[config.mk]
export PLATFORM = sky130hd
export DESIGN_NAME = paula_audio_mixer_seq
export DESIGN_NICKNAME = d
export VERILOG_FILES = /design/src/rtl/paula_audio_mixer_seq.sv
export SDC_FILE = /design/constraint.sdc
export NUM_CORES = 1
export LEC_CHECK = 0
export BUFFER_PORTS_ARGS = -buffer_cell sky130_fd_sc_hd__clkbuf_2
export CORE_AREA = 4 4 151 182
export CTS_CLUSTER_DIAMETER = 80
export CTS_CLUSTER_SIZE = 25
export DETAILED_ROUTE_END_ITERATION = 16
export DIE_AREA = 0 0 155 186
export PLACE_DENSITY = 0.68
export SYNTH_ARGS = -nofsm -noshare
export SYNTH_HDL_FRONTEND = slang
export SYNTH_SLANG_ARGS = --single-unit
[constraint.sdc]
create_clock -name clk -period 10.3 [get_ports clk]
set_input_delay 1.03 -clock clk [delete_from_list [all_inputs] [get_ports clk]]
set_output_delay 1.03 -clock clk [all_outputs]
set_load 0.01 [all_outputs]
[src/rtl/paula_audio_mixer_seq.sv]
// Time-multiplexed stereo audio mixer: snapshots NCH channels on a strobe,
// accumulates sample x volume through one shared multiplier, one channel per
// clk7_en cycle, then publishes saturated left/right sums with a valid pulse.
//
// state | meaning
// IDLE  | waiting for strobe; outputs hold the last published mix
// ACC   | accumulating channel idx into the left/right accumulators
// OUT   | saturate accumulators, publish outputs, pulse valid
module paula_audio_mixer_seq #(
  parameter int NCH   = 4,
  parameter int SW    = 8,
  parameter int OW    = 16,
  parameter int SHIFT = 0
) (
  input  logic              clk,
  input  logic              reset_n,
  input  logic              clk7_en,
  input  logic              strobe,
  input  logic [NCH*SW-1:0] sample,
  input  logic [NCH*7-1:0]  vol,
  input  logic [NCH*2-1:0]  route,
  output logic [OW-1:0]     ldatasum,
  output logic [OW-1:0]     rdatasum,
  output logic              valid,
  output logic              busy,
  output logic              overrun
);

  localparam int IW = (NCH > 1) ? $clog2(NCH) : 1;
  localparam int AW = SW + 8 + $clog2(NCH);
  // Saturation compare width; covers the case OW >= AW without truncation.
  localparam int XW = (AW > OW) ? AW : OW;

  typedef enum logic [1:0] {
    IDLE = 2'd0,
    ACC  = 2'd1,
    OUT  = 2'd2
  } state_t;

  state_t                 state_q, state_d;
  logic [IW-1:0]          idx_q, idx_d;
  logic [NCH*SW-1:0]      sample_sh_q, sample_sh_d;
  logic [NCH*7-1:0]       vol_sh_q, vol_sh_d;
  logic [NCH*2-1:0]       route_sh_q, route_sh_d;
  logic signed [AW-1:0]   acc_l_q, acc_l_d;
  logic signed [AW-1:0]   acc_r_q, acc_r_d;
  logic [OW-1:0]          ldatasum_q, ldatasum_d;
  logic [OW-1:0]          rdatasum_q, rdatasum_d;
  logic                   valid_q, valid_d;
  logic                   overrun_q, overrun_d;

  logic [SW-1:0]          samp_cur;
  logic [6:0]             vol_cur;
  logic [1:0]             route_cur;
  logic [6:0]             ev;
  logic signed [AW-1:0]   prod;
  logic signed [AW-1:0]   acc_l_sh, acc_r_sh;
  logic signed [XW-1:0]   ext_l, ext_r;

  // Clamp a sign-extended accumulator into the signed OW-bit output range.
  function automatic logic [OW-1:0] sat(input logic signed [XW-1:0] x);
    logic signed [XW-1:0] hi;
    logic signed [XW-1:0] lo;
    hi = '0;
    hi[OW-2:0] = '1;
    lo = '1;
    lo[OW-2:0] = '0;
    if (x > hi)
      sat = hi[OW-1:0];
    else if (x < lo)
      sat = lo[OW-1:0];
    else
      sat = x[OW-1:0];
  endfunction

  // Shared multiplier: current channel's sample times its effective volume.
  always_comb begin
    samp_cur  = sample_sh_q[idx_q*SW +: SW];
    vol_cur   = vol_sh_q[idx_q*7 +: 7];
    route_cur = route_sh_q[idx_q*2 +: 2];
    // vol[6] means exact unity gain (64), ignoring the low bits.
    ev        = vol_cur[6] ? 7'd64 : {1'b0, vol_cur[5:0]};
    prod      = {{(AW-SW){samp_cur[SW-1]}}, samp_cur} * {{(AW-7){1'b0}}, ev};
    acc_l_sh  = acc_l_q >>> SHIFT;
    acc_r_sh  = acc_r_q >>> SHIFT;
    ext_l     = XW'(acc_l_sh);
    ext_r     = XW'(acc_r_sh);
  end

  // Next-state and datapath updates; nothing advances without clk7_en.
  always_comb begin
    state_d     = state_q;
    idx_d       = idx_q;
    sample_sh_d = sample_sh_q;
    vol_sh_d    = vol_sh_q;
    route_sh_d  = route_sh_q;
    acc_l_d     = acc_l_q;
    acc_r_d     = acc_r_q;
    ldatasum_d  = ldatasum_q;
    rdatasum_d  = rdatasum_q;
    valid_d     = 1'b0;
    overrun_d   = 1'b0;
    if (clk7_en) begin
      case (state_q)
        IDLE: begin
          if (strobe) begin
            sample_sh_d = sample;
            vol_sh_d    = vol;
            route_sh_d  = route;
            acc_l_d     = '0;
            acc_r_d     = '0;
            idx_d       = '0;
            state_d     = ACC;
          end
        end
        ACC: begin
          overrun_d = strobe;
          if (route_cur[1])
            acc_l_d = acc_l_q + prod;
          if (route_cur[0])
            acc_r_d = acc_r_q + prod;
          if (idx_q == IW'(NCH-1)) begin
            idx_d   = '0;
            state_d = OUT;
          end else begin
            idx_d = idx_q + IW'(1);
          end
        end
        OUT: begin
          overrun_d  = strobe;
          ldatasum_d = sat(ext_l);
          rdatasum_d = sat(ext_r);
          valid_d    = 1'b1;
          state_d    = IDLE;
        end
        default: begin
          state_d = IDLE;
        end
      endcase
    end
  end

  // State and datapath registers; reset abandons any mix in flight.
  always_ff @(posedge clk or negedge reset_n) begin
    if (!reset_n) begin
      state_q     <= IDLE;
      idx_q       <= '0;
      sample_sh_q <= '0;
      vol_sh_q    <= '0;
      route_sh_q  <= '0;
      acc_l_q     <= '0;
      acc_r_q     <= '0;
      ldatasum_q  <= '0;
      rdatasum_q  <= '0;
      valid_q     <= 1'b0;
      overrun_q   <= 1'b0;
    end else begin
      state_q     <= state_d;
      idx_q       <= idx_d;
      sample_sh_q <= sample_sh_d;
      vol_sh_q    <= vol_sh_d;
      route_sh_q  <= route_sh_d;
      acc_l_q     <= acc_l_d;
      acc_r_q     <= acc_r_d;
      ldatasum_q  <= ldatasum_d;
      rdatasum_q  <= rdatasum_d;
      valid_q     <= valid_d;
      overrun_q   <= overrun_d;
    end
  end

  assign ldatasum = ldatasum_q;
  assign rdatasum = rdatasum_q;
  assign valid    = valid_q;
  assign overrun  = overrun_q;
  assign busy     = (state_q == ACC) || (state_q == OUT);

endmodule

# After elaboration in Yosys (flattened, before gate mapping)

Cells that the tools add are included.

Register bits: 142
Input bits: 72
Word-level logic and storage cells: 60

Add/subtract/negate cells: 3
Multipliers: 2
Order comparisons: 4
Equal/unequal tests: 7
Shift-type cells: 3
Muxes and demuxes: 20
Reductions and logical operators: 10

Operators by type and width:

| cell                                                         | number |
|---|---|
| case mux 18 bit (2 select lines)                             | 2 |
| two-way mux 16 bit                                           | 4 |
| two-way mux 18 bit                                           | 3 |
| adder 18 x 16 -> 18 bit                                      | 2 |
| > comparator 18 x 16 -> 1 bit, second input constant         | 2 |
| less-than comparator 18 x 16 -> 1 bit, second input constant | 2 |
| indexed part select 32 x 6 -> 8 bit                          | 1 |
| indexed part select 28 x 6 -> 7 bit                          | 1 |
| multiplier 8 x 8 -> 16 bit                                   | 1 |
| AND reduction 3 bit                                          | 3 |
| two-way mux 2 bit                                            | 4 |
| inequality test 2 bit, second input constant                 | 4 |
| case mux 2 bit (2 select lines)                              | 2 |
| AND reduction 4 bit                                          | 2 |
| indexed part select 8 x 4 -> 2 bit                           | 1 |
| two-way mux 7 bit                                            | 1 |
| multiplier 2 x 3 -> 5 bit, second input constant             | 1 |
| equality test 2 bit, second input constant                   | 2 |
| two-way mux 1 bit                                            | 4 |
| adder 2 x 1 -> 2 bit, second input constant                  | 1 |
| equality test 2 x 1 -> 1 bit, second input constant          | 1 |
| zero test 2 bit                                              | 1 |
| AND reduction 2 bit                                          | 1 |
| nonzero test 2 bit                                           | 1 |
| other kinds (2)                                              | 2 |

# Logic depth before layout (Yosys ltp)

Depth in word-level cells: 7
Mapped depth: 30
Gate-level depth less buffers: 29

# Least setup slack after synthesis

Ideal clock, no wire load.

Kind: reg2reg
From: reg idx_q[0]
To: reg acc_r_q[17]
Library setup time: 124 ps
Data arrival time: 6858 ps
Data required time: 10176 ps
Slack: 3318 ps
Cell stages (with the launch flop): 31
Clock period less this slack: 6982 ps
Cell sequence: dfrtp_1 > buf_2 > mux4_2 > inv_1 > clkbuf_1 > nand2_1 > or2_2 > fa_1 > inv_1 > ha_1 > inv_1 > fa_1 > fa_1 > inv_1 > ha_1 > inv_1 > o21bai_1 > a21oi_1 > o21bai_1 > a21oi_1 > xnor2_1 > ha_1 > a21o_1 > a211o_2 > nand2b_1 > o221ai_4 > o21ai_2 > a31oi_4 > xnor2_1 > and3_1 > a211o_1

Cells in the longest elaborated chain, start to end: 7
Elaborated cells between the ends (all ways): 11
Classes of those cells: 1 x add/sub; 2 x mul; 1 x eq/ne; 3 x shift; 3 x mux; 1 x reduce/logical

Ends and longest elaborated chain:

| element                             | RTL line | RTL |
|---|---|---|
| start: declaration                  | 41       | `logic [IW-1:0] idx_q, idx_d;` |
| start signal: assignment            | 159      | `idx_q <= idx_d;` |
| multiplier 2 x 3 -> 5 bit           | 79       | `vol_cur = vol_sh_q[idx_q*7 +: 7];` |
| indexed part select 28 x 6 -> 7 bit | 79       |  |
| two-way mux 7 bit                   | 82       | `ev = vol_cur[6] ? 7'd64 : {1'b0, vol_cur[5:0]};` |
| multiplier 8 x 8 -> 16 bit          | 83       | `prod = {{(AW-SW){samp_cur[SW-1]}}, samp_cur} * {{(AW-7){1'b0}}, ev};` |
| adder 18 x 16 -> 18 bit             | 121      | `acc_r_d = acc_r_q + prod;` |
| two-way mux 18 bit                  | 120      | `if (route_cur[0])` |
| case mux 18 bit (2 select lines)    | 104      | `case (state_q)` |
| end signal: assignment              | 164      | `acc_r_q <= acc_r_d;` |
| end: declaration                    | 46       | `logic signed [AW-1:0] acc_r_q, acc_r_d;` |

Parallel ways exist; a longest one is shown, timed or not. The select of a mux whose other input is x is not followed.
A chain may end at the register's enable or synchronous reset.

# Final worst setup path

From: reg idx_q[1]
To: reg acc_r_q[17]

The elaborated chain is that of the path after synthesis.

==> impl_summary.txt <==
----------------------------------------------------
[STA]
  Hold Worst Slack ... 0.4753 ns
  Relative slew margins ... 35.07%
  Count of endpoints failing hold in the final timing report ... 0
  Clock Skews ... 0.01098 ns
  Unrepaired setup endpoints after global routing ... false
  Upper clock frequency limit ... 126.7 MHz
  Share of the clock period used by the worst path ... 76.62%
  Slew Limit Fails ... 0
  Slew of the pin with the lowest slew margin ... 0.9705 ns
  Post-route minimum period ... 7.892 ns
  Setup TNS after final layout ... 0 ns
  Number of failing setup endpoints in the final timing report ... 0

[Worst hold path]
  WHS Path Cells ... 2
  Hold WC Path Type ... reg2reg
  Endpoint, Worst Hold ... ldatasum[5]
  Hold Crit Start ... ldatasum[5]

[Synth]
  Count of flip-flops with a built-in enable after synthesis ... 0
  Mapped Cells ... 1090
  Post-synthesis cell type count ... 51
  Synthesized flop and latch total ... 142
  Synth warn ... 0
  Main flop type after synthesis ... sky130_fd_sc_hd__dfrtp_1
  Post-synthesis area per instance ... 9.350 sq um
  Synth async-reset ratio ... 100.0%
  Total nets after synthesis ... 1283
  Area of the mapped netlist ... 10190 sq um
  Fraction of the yosys area taken by sequential cells ... 34.87%

[Floorplan]
  Ports placed on the boundary ... 107
  Initial standard-cell utilization of the core ... 39.90%
  Die W ... 155 microns
  Standard-cell row count ... 64
  Die height ... 186 microns
  Floorplan Core Area ... 25540 sq um
  Die ar. ... 28830 sq um

[Job]
  Reported max-cap violation count ... 0

[Place]
  Port Buffers ... 106
  Post-place instance area ... 11030 sq um
  Placer Congestion ... 0.8694
  HPWL Detailed ... 16820 microns

[Route]
  DRT Pass-1 Iters ... 5
  Via count ... 7647
  Post-Route WL ... 21710 microns
  Routed via count divided by cell count ... 5.041
  Post-DR wirelength/cell ... 14.31 microns
  Residual antenna-violating net count after detailed routing ... 0
  Iteration-0 DRC Markers ... 431
  Number of design rule violations left after detail routing ... 0

[Global routing]
  Vias in the first global route ... 7523
  Grt total ovfl ... 0
  Pin count of the biggest net entering global routing ... 74
  Number of antenna violations at the first check in global routing ... 0
  Total global routing track utilization ... 15.53%
  Wire length of the first global-routing pass ... 36710 microns

[Clocking]
  Clock root buffer ... sky130_fd_sc_hd__clkbuf_16
  Worst-case clock buffer depth ... 2
  Number of setup buffers added after CTS ... 0
  Cts bufs inserted ... 17
  Skew-Pair Late Insertion Delay ... 0.42 ns
  TritonCTS clock tree ... done
  Resized cells post-CTS ... 0
  Clock-pin slew on the worst setup and hold paths ... 0.06 ns
  Hold buffer count at CTS ... 0
  CTS H-tree depth ... 4
  CTS Sinks ... 142

[Setup path]
  Setup CP Type ... reg2reg
  Worst reg2reg startpoint ... idx_q[1]
  Critical path capture point type ... register
  R2R cell count ... 29
  Peak per-stage delay on the critical path ... 0.73 ns
  End of the worst register-to-register path ... acc_r_q[17]
  Startpoint class of the critical path ... register
  Cell at the slowest stage of the critical path ... sky130_fd_sc_hd__dfrtp_1
  Worst Path Required ... 10.60 ns
  Arr. time, crit path ... 8.19 ns
  Register-to-register setup slack ... 2.41 ns
  Most repeated library cell on the critical path ... sky130_fd_sc_hd__inv_1
  Top fanout value on the critical path ... 20

[Cells and area]
  Final net count ... 1369
  Util after Layout ... 45.59%
  Filler Cells Inserted ... 2451
  Final instance area ... 11650 sq um
  Synthesis-to-finish area growth ... 14.28%
  Diodes inserted ... 0
  Share of layout cells above drive strength 1 ... 20.72%

[Status]
  Run status ... finished clean

----------------------------------------------------
[cells in the mapped netlist, drive strengths merged (6+ instances only)]
cell type / instances / area, sq um
xnor2: 23 / 201.4
dfrtp: 142 / 3553
and3: 8 / 50.05
o31ai: 8 / 60.06
clkbuf: 32 / 120.1
mux2i: 10 / 100.1
xor2: 11 / 96.34
nand2: 157 / 589.3
mux4: 10 / 225.2
o41ai: 6 / 52.55
inv: 111 / 416.7
a211oi: 11 / 87.58
nand3: 9 / 45.04
fa: 48 / 960.9
nor2: 112 / 420.4
mux2: 77 / 867.1
o21a: 6 / 45.04
buf: 14 / 53.80
o21bai: 9 / 67.56
a21oi: 37 / 188.9
ha: 73 / 913.4
a21o: 11 / 85.08
o21ai: 104 / 524.3
a22o: 7 / 61.31
nor3: 8 / 40.04
[cell families (layout without fill, tap and decap cells)]
family | count (synthesis) | count (layout) | synth area share, %
flip-flops | 142 | 142 | 34.87
multiplexers | 97 | 97 | 11.70
AO/OA/AOI/OAI | 222 | 222 | 13.59
XOR/XNOR | 34 | 34 | 2.922
adder cells (fa/ha/maj) | 121 | 121 | 18.39
buffers and inverters | 157 | 254 | 5.795
AND/OR/NAND/NOR | 317 | 317 | 12.73
[layout by cell type, fill, tap and decap left out, types with 5 or more instances in the layout]
cell / Yosys / routed
sky130_fd_sc_hd__o21a_1: 6 / 6
sky130_fd_sc_hd__nand2_1: 157 / 156
sky130_fd_sc_hd__a21o_1: 9 / 9
sky130_fd_sc_hd__xor2_1: 11 / 11
sky130_fd_sc_hd__dfrtp_1: 142 / 142
sky130_fd_sc_hd__buf_4: 0 / 7
sky130_fd_sc_hd__fa_1: 48 / 48
sky130_fd_sc_hd__o31ai_1: 8 / 8
sky130_fd_sc_hd__nor3_1: 8 / 8
sky130_fd_sc_hd__a22o_1: 7 / 7
sky130_fd_sc_hd__o21ai_1: 5 / 5
sky130_fd_sc_hd__and3_1: 8 / 8
sky130_fd_sc_hd__nor2_1: 112 / 112
sky130_fd_sc_hd__nand3_1: 9 / 8
sky130_fd_sc_hd__inv_1: 111 / 111
sky130_fd_sc_hd__clkbuf_2: 0 / 105
sky130_fd_sc_hd__o41ai_1: 6 / 6
sky130_fd_sc_hd__mux4_2: 10 / 10
sky130_fd_sc_hd__nor2b_1: 5 / 5
sky130_fd_sc_hd__xnor2_1: 23 / 23
sky130_fd_sc_hd__mux2_2: 77 / 77
sky130_fd_sc_hd__clkbuf_16: 0 / 17
sky130_fd_sc_hd__o21bai_1: 9 / 7
sky130_fd_sc_hd__a211oi_1: 10 / 10
sky130_fd_sc_hd__o211ai_1: 5 / 5
sky130_fd_sc_hd__a21oi_1: 36 / 36
sky130_fd_sc_hd__o21ai_0: 98 / 98
sky130_fd_sc_hd__ha_1: 73 / 73
sky130_fd_sc_hd__mux2i_1: 10 / 10
[layer usage]
layer,GRT usage (%),vias to the layer above,wire length (microns)
met3,2.581,25,829
li1,-,3847,-
met2,26.65,140,10550
met4,4.700,0,382
met1,20.20,3635,9947
met5,0,-,0
[critical path, delay by kind of cell, from the launching register on]
family / cells / cell delay, ns
xor gates and xnor gates: 2 / 0.30
AOI/OAI and AO/OA: 10 / 1.86
buffers and inverters: 6 / 0.97
muxes: 1 / 0.35
and+or+nand+nor: 4 / 1.04
adders and majority gates: 6 / 2.50
DFF: 1 / 0.73
[metrics by stage]
step / setup slack [ns] / cells
global placement: 2.611 / 1487
finish: 2.408 / 1517
global route: 1.892 / 1517
CTS: 2.372 / 1517
floorplan: 3.318 / 1090
detailed placement: 2.390 / 1487
[area by class of cell]
class,count,area (sq um),share of cell area [%]
inverter,111,416.7,3.578
multi-input combinational,791,6062,52.05
clock inverter,10,165.2,1.418
sequential,142,3553,30.51
timing repair buffer,113,589.3,5.060
clock buffer,20,446.7,3.835
tap,330,412.9,3.545
[how the worst max path moves through the flow]
stage | start | endpoint | slack (ns) | cells past startpoint
finish | idx_q[1] | acc_r_q[17] | 2.41 | 29
global route | idx_q[1] | acc_r_q[17] | 1.89 | 29
CTS | idx_q[1] | acc_r_q[17] | 2.37 | 29
detailed placement | idx_q[1] | acc_r_q[17] | 2.39 | 29
global placement | idx_q[1] | acc_r_q[17] | 2.61 | 29
floorplan | idx_q[0] | acc_r_q[17] | 3.32 | 30
[registers in the layout, indices dropped and copies added (netlist names)]
name and cells:
state_q 2, idx_q 2, acc_l_q 18, valid 1, acc_r_q 18, route_sh_q 8, rdatasum 16, overrun 1
vol_sh_q 28, ldatasum 16, sample_sh_q 32
Power is left out: the tool's default activity adds up to more than one toggle a clock period on the data nets, which glitch-free logic cannot reach.
